## config.mk

```make
export PLATFORM = sky130hd
export DESIGN_NAME = axi_err_slave_flat
export DESIGN_NICKNAME = d
export VERILOG_FILES = /design/src/rtl/axi_err_slave_if.sv /design/src/rtl/axi_err_slave.sv /design/src/flat_wrapper.sv
export SDC_FILE = /design/constraint.sdc
export NUM_CORES = 1
export LEC_CHECK = 0
export CORE_UTILIZATION = 46
export DETAILED_ROUTE_END_ITERATION = 10
export GPL_TIMING_DRIVEN = 1
export PLACE_DENSITY = 0.87
export RECOVER_POWER = 100
export SETUP_SLACK_MARGIN = 0.5
export SYNTH_ARGS = -nofsm -noshare
export SYNTH_HDL_FRONTEND = slang
export SYNTH_SLANG_ARGS = --single-unit
```

## constraint.sdc

```tcl
create_clock -name clk -period 4.72 [get_ports clk]
set_input_delay 0.708 -clock clk [delete_from_list [all_inputs] [get_ports clk]]
set_output_delay 0.708 -clock clk [all_outputs]
set_load 0.01 [all_outputs]
```

## src/rtl/axi_err_slave_if.sv

```systemverilog
// AXI4 bus bundle between the interconnect (master side) and the error responder (slave side).
interface axi_err_slave_if #(
   parameter int unsigned ID_W   = 8,
   parameter int unsigned ADDR_W = 32,
   parameter int unsigned DATA_W = 32,
   parameter int unsigned LEN_W  = 8
);
   localparam int unsigned STRB_W = DATA_W / 8;

   // read address
   logic [ID_W-1:0]   arid;
   logic [ADDR_W-1:0] araddr;
   logic [LEN_W-1:0]  arlen;
   logic [2:0]        arsize;
   logic [1:0]        arburst;
   logic              arvalid;
   logic              arready;
   // read data
   logic [ID_W-1:0]   rid;
   logic [DATA_W-1:0] rdata;
   logic [1:0]        rresp;
   logic              rlast;
   logic              rvalid;
   logic              rready;
   // write address
   logic [ID_W-1:0]   awid;
   logic [ADDR_W-1:0] awaddr;
   logic [LEN_W-1:0]  awlen;
   logic [2:0]        awsize;
   logic [1:0]        awburst;
   logic              awvalid;
   logic              awready;
   // write data
   logic [DATA_W-1:0] wdata;
   logic [STRB_W-1:0] wstrb;
   logic              wlast;
   logic              wvalid;
   logic              wready;
   // write response
   logic [ID_W-1:0]   bid;
   logic [1:0]        bresp;
   logic              bvalid;
   logic              bready;

   modport master (
      output arid, araddr, arlen, arsize, arburst, arvalid,
      input  arready,
      input  rid, rdata, rresp, rlast, rvalid,
      output rready,
      output awid, awaddr, awlen, awsize, awburst, awvalid,
      input  awready,
      output wdata, wstrb, wlast, wvalid,
      input  wready,
      input  bid, bresp, bvalid,
      output bready
   );

   modport slave (
      input  arid, araddr, arlen, arsize, arburst, arvalid,
      output arready,
      output rid, rdata, rresp, rlast, rvalid,
      input  rready,
      input  awid, awaddr, awlen, awsize, awburst, awvalid,
      output awready,
      input  wdata, wstrb, wlast, wvalid,
      output wready,
      output bid, bresp, bvalid,
      input  bready
   );
endinterface

```

## src/rtl/axi_err_slave.sv

```systemverilog
// AXI4 error-responder slave: answers every read/write burst with a fixed error
// response, tracks bursts per beat, and keeps saturating error counters plus the
// address of the most recently accepted request.
module axi_err_slave #(
   parameter int unsigned ID_W   = 8,
   parameter int unsigned ADDR_W = 32,
   parameter int unsigned DATA_W = 32,
   parameter int unsigned LEN_W  = 8,
   parameter logic [1:0]  RESP   = 2'b11,
   parameter int unsigned CNT_W  = 16
) (
   input  logic                clk,
   input  logic                rst,
   axi_err_slave_if.slave      bus,
   input  logic                err_clr,
   output logic [CNT_W-1:0]    rd_err_cnt,
   output logic [CNT_W-1:0]    wr_err_cnt,
   output logic [ADDR_W-1:0]   last_err_addr
);
   localparam logic [CNT_W-1:0] CNT_MAX = {CNT_W{1'b1}};

   typedef enum logic       {R_IDLE, R_DATA}         r_state_t;
   typedef enum logic [1:0] {W_IDLE, W_DATA, W_RESP} w_state_t;

   r_state_t          r_state;
   w_state_t          w_state;

   logic              arready_q;
   logic              rvalid_q;
   logic [ID_W-1:0]   rid_q;
   logic [1:0]        rresp_q;
   logic              rlast_q;
   logic [LEN_W-1:0]  rlen_q;
   logic [LEN_W-1:0]  rcnt_q;

   logic              awready_q;
   logic              wready_q;
   logic              bvalid_q;
   logic [ID_W-1:0]   wid_q;
   logic [ID_W-1:0]   bid_q;
   logic [1:0]        bresp_q;
   logic [LEN_W-1:0]  wlen_q;
   logic [LEN_W-1:0]  wcnt_q;

   logic              ar_hs_c;
   logic              aw_hs_c;
   logic              w_hs_c;
   logic              rd_done_c;
   logic              wr_done_c;
   logic              unused_c;

   assign ar_hs_c   = bus.arvalid & arready_q;
   assign aw_hs_c   = bus.awvalid & awready_q;
   assign w_hs_c    = bus.wvalid  & wready_q;
   assign rd_done_c = rvalid_q & bus.rready & rlast_q;
   assign wr_done_c = bvalid_q & bus.bready;

   // Size/burst qualifiers and write data are accepted but have no effect.
   assign unused_c = ^{bus.arsize, bus.arburst, bus.awsize, bus.awburst, bus.wdata, bus.wstrb};

   assign bus.arready = arready_q;
   assign bus.rvalid  = rvalid_q;
   assign bus.rid     = rid_q;
   assign bus.rdata   = DATA_W'(0);
   assign bus.rresp   = rresp_q;
   assign bus.rlast   = rlast_q;
   assign bus.awready = awready_q;
   assign bus.wready  = wready_q;
   assign bus.bvalid  = bvalid_q;
   assign bus.bid     = bid_q;
   assign bus.bresp   = bresp_q;

   // Read FSM: accept AR, then stream LEN+1 zero-data error beats; RLAST is precomputed.
   always_ff @(posedge clk) begin
      if (rst) begin
         r_state   <= R_IDLE;
         arready_q <= 1'b1;
         rvalid_q  <= 1'b0;
         rid_q     <= '0;
         rresp_q   <= '0;
         rlast_q   <= 1'b0;
         rlen_q    <= '0;
         rcnt_q    <= '0;
      end else begin
         case (r_state)
            R_IDLE: begin
               if (ar_hs_c) begin
                  r_state   <= R_DATA;
                  arready_q <= 1'b0;
                  rvalid_q  <= 1'b1;
                  rid_q     <= bus.arid;
                  rresp_q   <= RESP;
                  rlen_q    <= bus.arlen;
                  rcnt_q    <= '0;
                  rlast_q   <= (bus.arlen == '0);
               end
            end
            R_DATA: begin
               if (rvalid_q && bus.rready) begin
                  if (rlast_q) begin
                     r_state   <= R_IDLE;
                     arready_q <= 1'b1;
                     rvalid_q  <= 1'b0;
                     rid_q     <= '0;
                     rresp_q   <= '0;
                     rlast_q   <= 1'b0;
                  end else begin
                     rcnt_q  <= LEN_W'(rcnt_q + 1'b1);
                     rlast_q <= (LEN_W'(rcnt_q + 1'b1) == rlen_q);
                  end
               end
            end
            default: r_state <= R_IDLE;
         endcase
      end
   end

   // Write FSM: accept AW, sink beats until WLAST or the beat count is reached, then respond.
   always_ff @(posedge clk) begin
      if (rst) begin
         w_state   <= W_IDLE;
         awready_q <= 1'b1;
         wready_q  <= 1'b0;
         bvalid_q  <= 1'b0;
         wid_q     <= '0;
         bid_q     <= '0;
         bresp_q   <= '0;
         wlen_q    <= '0;
         wcnt_q    <= '0;
      end else begin
         case (w_state)
            W_IDLE: begin
               if (aw_hs_c) begin
                  w_state   <= W_DATA;
                  awready_q <= 1'b0;
                  wready_q  <= 1'b1;
                  wid_q     <= bus.awid;
                  wlen_q    <= bus.awlen;
                  wcnt_q    <= '0;
               end
            end
            W_DATA: begin
               if (w_hs_c) begin
                  // A late or missing WLAST is covered by the beat count.
                  if (bus.wlast || (wcnt_q == wlen_q)) begin
                     w_state  <= W_RESP;
                     wready_q <= 1'b0;
                     bvalid_q <= 1'b1;
                     bid_q    <= wid_q;
                     bresp_q  <= RESP;
                  end else begin
                     wcnt_q <= LEN_W'(wcnt_q + 1'b1);
                  end
               end
            end
            W_RESP: begin
               if (wr_done_c) begin
                  w_state   <= W_IDLE;
                  awready_q <= 1'b1;
                  bvalid_q  <= 1'b0;
                  bid_q     <= '0;
                  bresp_q   <= '0;
               end
            end
            default: w_state <= W_IDLE;
         endcase
      end
   end

   // Saturating completed-read counter; clear wins over a same-cycle completion.
   always_ff @(posedge clk) begin
      if (rst || err_clr) begin
         rd_err_cnt <= '0;
      end else if (rd_done_c && (rd_err_cnt != CNT_MAX)) begin
         rd_err_cnt <= CNT_W'(rd_err_cnt + 1'b1);
      end
   end

   // Saturating completed-write counter; clear wins over a same-cycle completion.
   always_ff @(posedge clk) begin
      if (rst || err_clr) begin
         wr_err_cnt <= '0;
      end else if (wr_done_c && (wr_err_cnt != CNT_MAX)) begin
         wr_err_cnt <= CNT_W'(wr_err_cnt + 1'b1);
      end
   end

   // Address of the latest accepted request; AR wins a same-cycle tie with AW.
   always_ff @(posedge clk) begin
      if (rst) begin
         last_err_addr <= '0;
      end else if (ar_hs_c) begin
         last_err_addr <= bus.araddr;
      end else if (aw_hs_c) begin
         last_err_addr <= bus.awaddr;
      end
   end
endmodule

```

## src/flat_wrapper.sv

```systemverilog
// flat-port wrapper written by rule: the top's interface ports become plain ports
module axi_err_slave_flat 
#(
   parameter int unsigned ID_W   = 8,
   parameter int unsigned ADDR_W = 32,
   parameter int unsigned DATA_W = 32,
   parameter int unsigned LEN_W  = 8,
   parameter logic [1:0]  RESP   = 2'b11,
   parameter int unsigned CNT_W  = 16
)
  (clk, rst, err_clr, rd_err_cnt, wr_err_cnt, last_err_addr, bus_arid, bus_araddr, bus_arlen, bus_arsize, bus_arburst, bus_arvalid, bus_arready, bus_rid, bus_rdata, bus_rresp, bus_rlast, bus_rvalid, bus_rready, bus_awid, bus_awaddr, bus_awlen, bus_awsize, bus_awburst, bus_awvalid, bus_awready, bus_wdata, bus_wstrb, bus_wlast, bus_wvalid, bus_wready, bus_bid, bus_bresp, bus_bvalid, bus_bready);
  axi_err_slave_if #(.ID_W(ID_W), .ADDR_W(ADDR_W), .DATA_W(DATA_W), .LEN_W(LEN_W)) bus_i ();
  input  logic clk;
  input  logic rst;
  input  logic err_clr;
  output logic [CNT_W-1:0] rd_err_cnt;
  output logic [CNT_W-1:0] wr_err_cnt;
  output logic [ADDR_W-1:0] last_err_addr;
  input wire logic [$bits(bus_i.arid)-1:0] bus_arid;
  input wire logic [$bits(bus_i.araddr)-1:0] bus_araddr;
  input wire logic [$bits(bus_i.arlen)-1:0] bus_arlen;
  input wire logic [$bits(bus_i.arsize)-1:0] bus_arsize;
  input wire logic [$bits(bus_i.arburst)-1:0] bus_arburst;
  input wire logic [$bits(bus_i.arvalid)-1:0] bus_arvalid;
  output wire logic [$bits(bus_i.arready)-1:0] bus_arready;
  output wire logic [$bits(bus_i.rid)-1:0] bus_rid;
  output wire logic [$bits(bus_i.rdata)-1:0] bus_rdata;
  output wire logic [$bits(bus_i.rresp)-1:0] bus_rresp;
  output wire logic [$bits(bus_i.rlast)-1:0] bus_rlast;
  output wire logic [$bits(bus_i.rvalid)-1:0] bus_rvalid;
  input wire logic [$bits(bus_i.rready)-1:0] bus_rready;
  input wire logic [$bits(bus_i.awid)-1:0] bus_awid;
  input wire logic [$bits(bus_i.awaddr)-1:0] bus_awaddr;
  input wire logic [$bits(bus_i.awlen)-1:0] bus_awlen;
  input wire logic [$bits(bus_i.awsize)-1:0] bus_awsize;
  input wire logic [$bits(bus_i.awburst)-1:0] bus_awburst;
  input wire logic [$bits(bus_i.awvalid)-1:0] bus_awvalid;
  output wire logic [$bits(bus_i.awready)-1:0] bus_awready;
  input wire logic [$bits(bus_i.wdata)-1:0] bus_wdata;
  input wire logic [$bits(bus_i.wstrb)-1:0] bus_wstrb;
  input wire logic [$bits(bus_i.wlast)-1:0] bus_wlast;
  input wire logic [$bits(bus_i.wvalid)-1:0] bus_wvalid;
  output wire logic [$bits(bus_i.wready)-1:0] bus_wready;
  output wire logic [$bits(bus_i.bid)-1:0] bus_bid;
  output wire logic [$bits(bus_i.bresp)-1:0] bus_bresp;
  output wire logic [$bits(bus_i.bvalid)-1:0] bus_bvalid;
  input wire logic [$bits(bus_i.bready)-1:0] bus_bready;
  assign bus_i.arid = bus_arid;
  assign bus_i.araddr = bus_araddr;
  assign bus_i.arlen = bus_arlen;
  assign bus_i.arsize = bus_arsize;
  assign bus_i.arburst = bus_arburst;
  assign bus_i.arvalid = bus_arvalid;
  assign bus_arready = bus_i.arready;
  assign bus_rid = bus_i.rid;
  assign bus_rdata = bus_i.rdata;
  assign bus_rresp = bus_i.rresp;
  assign bus_rlast = bus_i.rlast;
  assign bus_rvalid = bus_i.rvalid;
  assign bus_i.rready = bus_rready;
  assign bus_i.awid = bus_awid;
  assign bus_i.awaddr = bus_awaddr;
  assign bus_i.awlen = bus_awlen;
  assign bus_i.awsize = bus_awsize;
  assign bus_i.awburst = bus_awburst;
  assign bus_i.awvalid = bus_awvalid;
  assign bus_awready = bus_i.awready;
  assign bus_i.wdata = bus_wdata;
  assign bus_i.wstrb = bus_wstrb;
  assign bus_i.wlast = bus_wlast;
  assign bus_i.wvalid = bus_wvalid;
  assign bus_wready = bus_i.wready;
  assign bus_bid = bus_i.bid;
  assign bus_bresp = bus_i.bresp;
  assign bus_bvalid = bus_i.bvalid;
  assign bus_i.bready = bus_bready;
  axi_err_slave #(.ID_W(ID_W), .ADDR_W(ADDR_W), .DATA_W(DATA_W), .LEN_W(LEN_W), .RESP(RESP), .CNT_W(CNT_W)) u_core (.clk(clk), .rst(rst), .bus(bus_i), .err_clr(err_clr), .rd_err_cnt(rd_err_cnt), .wr_err_cnt(wr_err_cnt), .last_err_addr(last_err_addr));
endmodule
```

==> summary.txt <==
Status
  • Status: complete, but fails checks
  • Failing checks: capacitance limit, slew limit

Final layout
  • Antenna cells: 0
  • Post-route cell area: 8530 sq um
  • Non-Filler Instances: about 1100
  • Fraction of layout cells with a size suffix above 1: 4.51%
  • Final core occ: 66.8%
  • Area Growth Syn to Fin: 39.3%
  • Filler cells: 1061
  • Nets@finish: 1075

Setup path
  • Crit path required time: 4.91 ns
  • Worst reg-to-reg setup slack: 1.32 ns
  • Critical path peak fanout: 35
  • Crit path buf inv count: 2
  • WS Path Type: flop to flop
  • Slowest stage delay, CP: 1.14 ns
  • Worst Setup Start Kind: flop
  • CP arrival: 3.59 ns
  • Crit-path cells: clkbuf_1 -> nand2_1 -> clkbuf_1 -> or2_0 -> nand2_1 -> a21oi_1
  • CP delay by family, top: buffers and inverters
  • Setup crit end kind: flop
  • Crit path max-delay cell type: clkbuf_1

Floorplan
  • Die Ht: 117 um
  • Die footprint: between 10000 and 15000 sq um
  • Core footprint: between 10000 and 15000 sq um
  • Initial Util: a little under half
  • IO Pins: 273
  • Row count: 41
  • Die W: 117 um

STA
  • Setup Skew: about 0.0057 ns
  • Worst Tran Pin Value: 1.87 ns
  • Final worst slack: roughly 1.3 ns
  • Max Clk Rate: 294 MHz
  • Final-report max-slew violation count: 112
  • Total negative slack: 0 ns
  • RSZ-0062 raised after global routing: no
  • Hold Fails Final Rpt: 0
  • Final Setup Violations: 0
  • Min cycle time layout: 3.40 ns
  • Slew headroom: -24.6%
  • Period Utilization, post-route: between 70% and 80%

Placed design
  • Placed cell count: 1073
  • GPL Wtd Cong: 0.830
  • Post-place setup slack: 1.55 ns
  • Placed Area: 7970 sq um
  • I/O Buffers: 194
  • DP HPWL: between 10000 and 15000 um

Power
  • Power density cells: 330 nW/um^2
  • Leak Pwr: ~3.3 nW
  • Worst vdd ir: 238 uV

CTS
  • Clock buffer count from CTS: 17
  • CTS root buf: clkbuf_16
  • Worst-path clk slew: around 0.05 ns
  • Setup Fix Bufs, Post-CTS: 0
  • Cts hold-fix bufs: 0
  • Clk buf depth: 2
  • Clock Latency Late Sink: between 0.4 and 0.5 ns
  • H-tree depth: 4
  • CTS tree: yes
  • Post-CTS Resized: 0
  • Clock sinks: between 100 and 150

GRT
  • Number of global-route vias before repair: 5366
  • Initial antenna violation count: 0
  • Total gr overflow: 0
  • Gr usage total: 22.9%
  • First-pass GRT wire length: approximately 25000 um
  • Pin count of the biggest net entering global routing: 65

Yosys
  • Synth warn: 0
  • Register bit total from synthesis: 129
  • Synthesized cell area: ~6100 sq um
  • Syn Area/Cell: 8.11 sq um
  • Async SR Flop Fraction: 0%
  • Number of synthesized flops with an enable pin: 0
  • Most used DFF post-synth: dfxtp_1
  • Sequential share of the synthesized area: 42.2%
  • Number of distinct library cells after synthesis: 54
  • Mapped Cells: 755

Detailed routing
  • Vias: 5851
  • Starting DRT DRC Count: 516
  • Drt via density: 5.30
  • DRT antenna net count: 0
  • Drt pass-1 iters: 6
  • Drc violations: 0
  • Final wirelength: 15600 um
  • Avg WL per Cell: 14.2 um

Min path
  • Hold crit path type: flop to flop

Job
  • Maxcap violations: 4
## where the power goes
group	switching (mW)	total, mW	internal, mW
clock	0.447	1.24	0.790
combinational	0.199	0.394	0.195
sequential	0.0337	1.18	1.15
total	0.680	2.81	2.13
## stage by stage
step	hold slack, ns	total power, mW
finish	0.454	2.81
global route	0.470	2.94
CTS	0.456	2.85
detailed placement	0.449	1.61
global placement	0.442	1.60
floorplan	0.437	1.42
## logic make-up (layout without fill, tap and decap cells)
| family | count (synthesis) | in the layout | synth area share [%] |
|---|---|---|---|
| flip-flops | 129 | 129 | 42.2 |
| AO/OA/AOI/OAI | 137 | 137 | 15.1 |
| other | 1 | 32 | 0.0613 |
| adder cells (fa/ha/maj) | 4 | 4 | 0.818 |
| multiplexers | 11 | 11 | 1.82 |
| XOR/XNOR | 40 | 40 | 5.72 |
| AND/OR/NAND/NOR | 344 | 344 | 26.5 |
| buffers and inverters | 89 | 235 | 7.81 |
## Yosys cell counts, types with 2 or more instances
master,instances,area [sq um]
xnor2_1,17,149
and4_1,4,35.0
clkbuf_1,46,173
o21bai_1,3,22.5
nor2b_1,5,31.3
o21ai_0,13,65.1
a31oi_1,3,18.8
a21oi_1,57,285
or3b_2,2,17.5
o21ba_2,2,20.0
a311oi_1,34,298
nand4_1,16,100
o31ai_1,2,15.0
or3_1,10,62.6
ha_1,4,50.1
dfxtp_1,129,2580
nor2_1,86,323
nand3_1,48,240
buf_4,36,270
a211oi_1,6,45.0
or2_2,2,12.5
nor3_1,14,70.1
nand2b_1,12,75.1
nand2_1,112,420
and3_1,7,43.8
or4_1,4,30.0
and2_1,4,25.0
nor4_1,8,50.1
a41oi_1,2,17.5
a22oi_1,8,60.1
xor2_1,23,201
mux2i_1,10,100
inv_1,5,18.8
## layer usage
| layer | vias to the layer above | part of all wire [%] | track usage, % |
|---|---|---|---|
| li1 | 2917 | - | - |
| met2 | 216 | 49 | 38.9 |
| met5 | - | 0 | 0 |
| met1 | 2691 | 41 | 26.4 |
| met4 | 0 | 2.2 | 9.01 |
| met3 | 27 | 7.4 | 7.49 |
## sequential cells by signal, indices dropped and copies added (netlist names)
register,flops
u_core.rd_err_cnt,16
u_core.rlen_q,8
u_core.bus.rresp,1
u_core.bus.rlast,1
u_core.bus.rid,8
u_core.bus.bid,8
u_core.rcnt_q,8
u_core.bus.arready,1
u_core.last_err_addr,32
u_core.wcnt_q,8
u_core.wr_err_cnt,16
u_core.bus.wready,1
u_core.wlen_q,8
u_core.bus.bresp,1
u_core.wid_q,8
u_core.r_state,1
u_core.bus.awready,1
u_core.w_state,2
## worst min-delay path: stages (launching register included)
cell and delay, ns:
dfxtp_1 0.30, nand2_1 0.05, mux2i_1 0.05
## area by class of cell
| cell class | instances | area (sq um) | share of cell area [%] |
|---|---|---|---|
| multi-input combinational | 568 | 3180 | 37.3 |
| sequential | 129 | 2580 | 30.3 |
| timing repair buffer | 199 | 1970 | 23.1 |
| clock buffer | 27 | 513 | 6.02 |
| tap | 172 | 215 | 2.52 |
| clock inverter | 4 | 48.8 | 0.572 |
| inverter | 5 | 18.8 | 0.220 |
## placed cells by master, fill, tap and decap left out, drive strengths merged, types with 30 or more instances in the layout
cell           netlist  final
dlygate4sd3          0     91
clkbuf              46     30
nor2                87     87
nand3               49     49
conb                 1     32
a21oi               57     57
nand2              112    112
clkdlybuf4s50        0    102
dfxtp              129    129
a311oi              34     34
## final timing paths
path / from / end / cells past startpoint
setup / recovery: u_core.bus.arready / u_core.rlen_q[1] / 6
hold / removal: u_core.bus.bid[2] / u_core.bus.bid[2] / 2
setup reg to reg: u_core.bus.arready / u_core.rlen_q[1] / 6
hold reg to reg: u_core.bus.bid[2] / u_core.bus.bid[2] / 2
No activity file was read; power rests on OpenSTA's default activity.
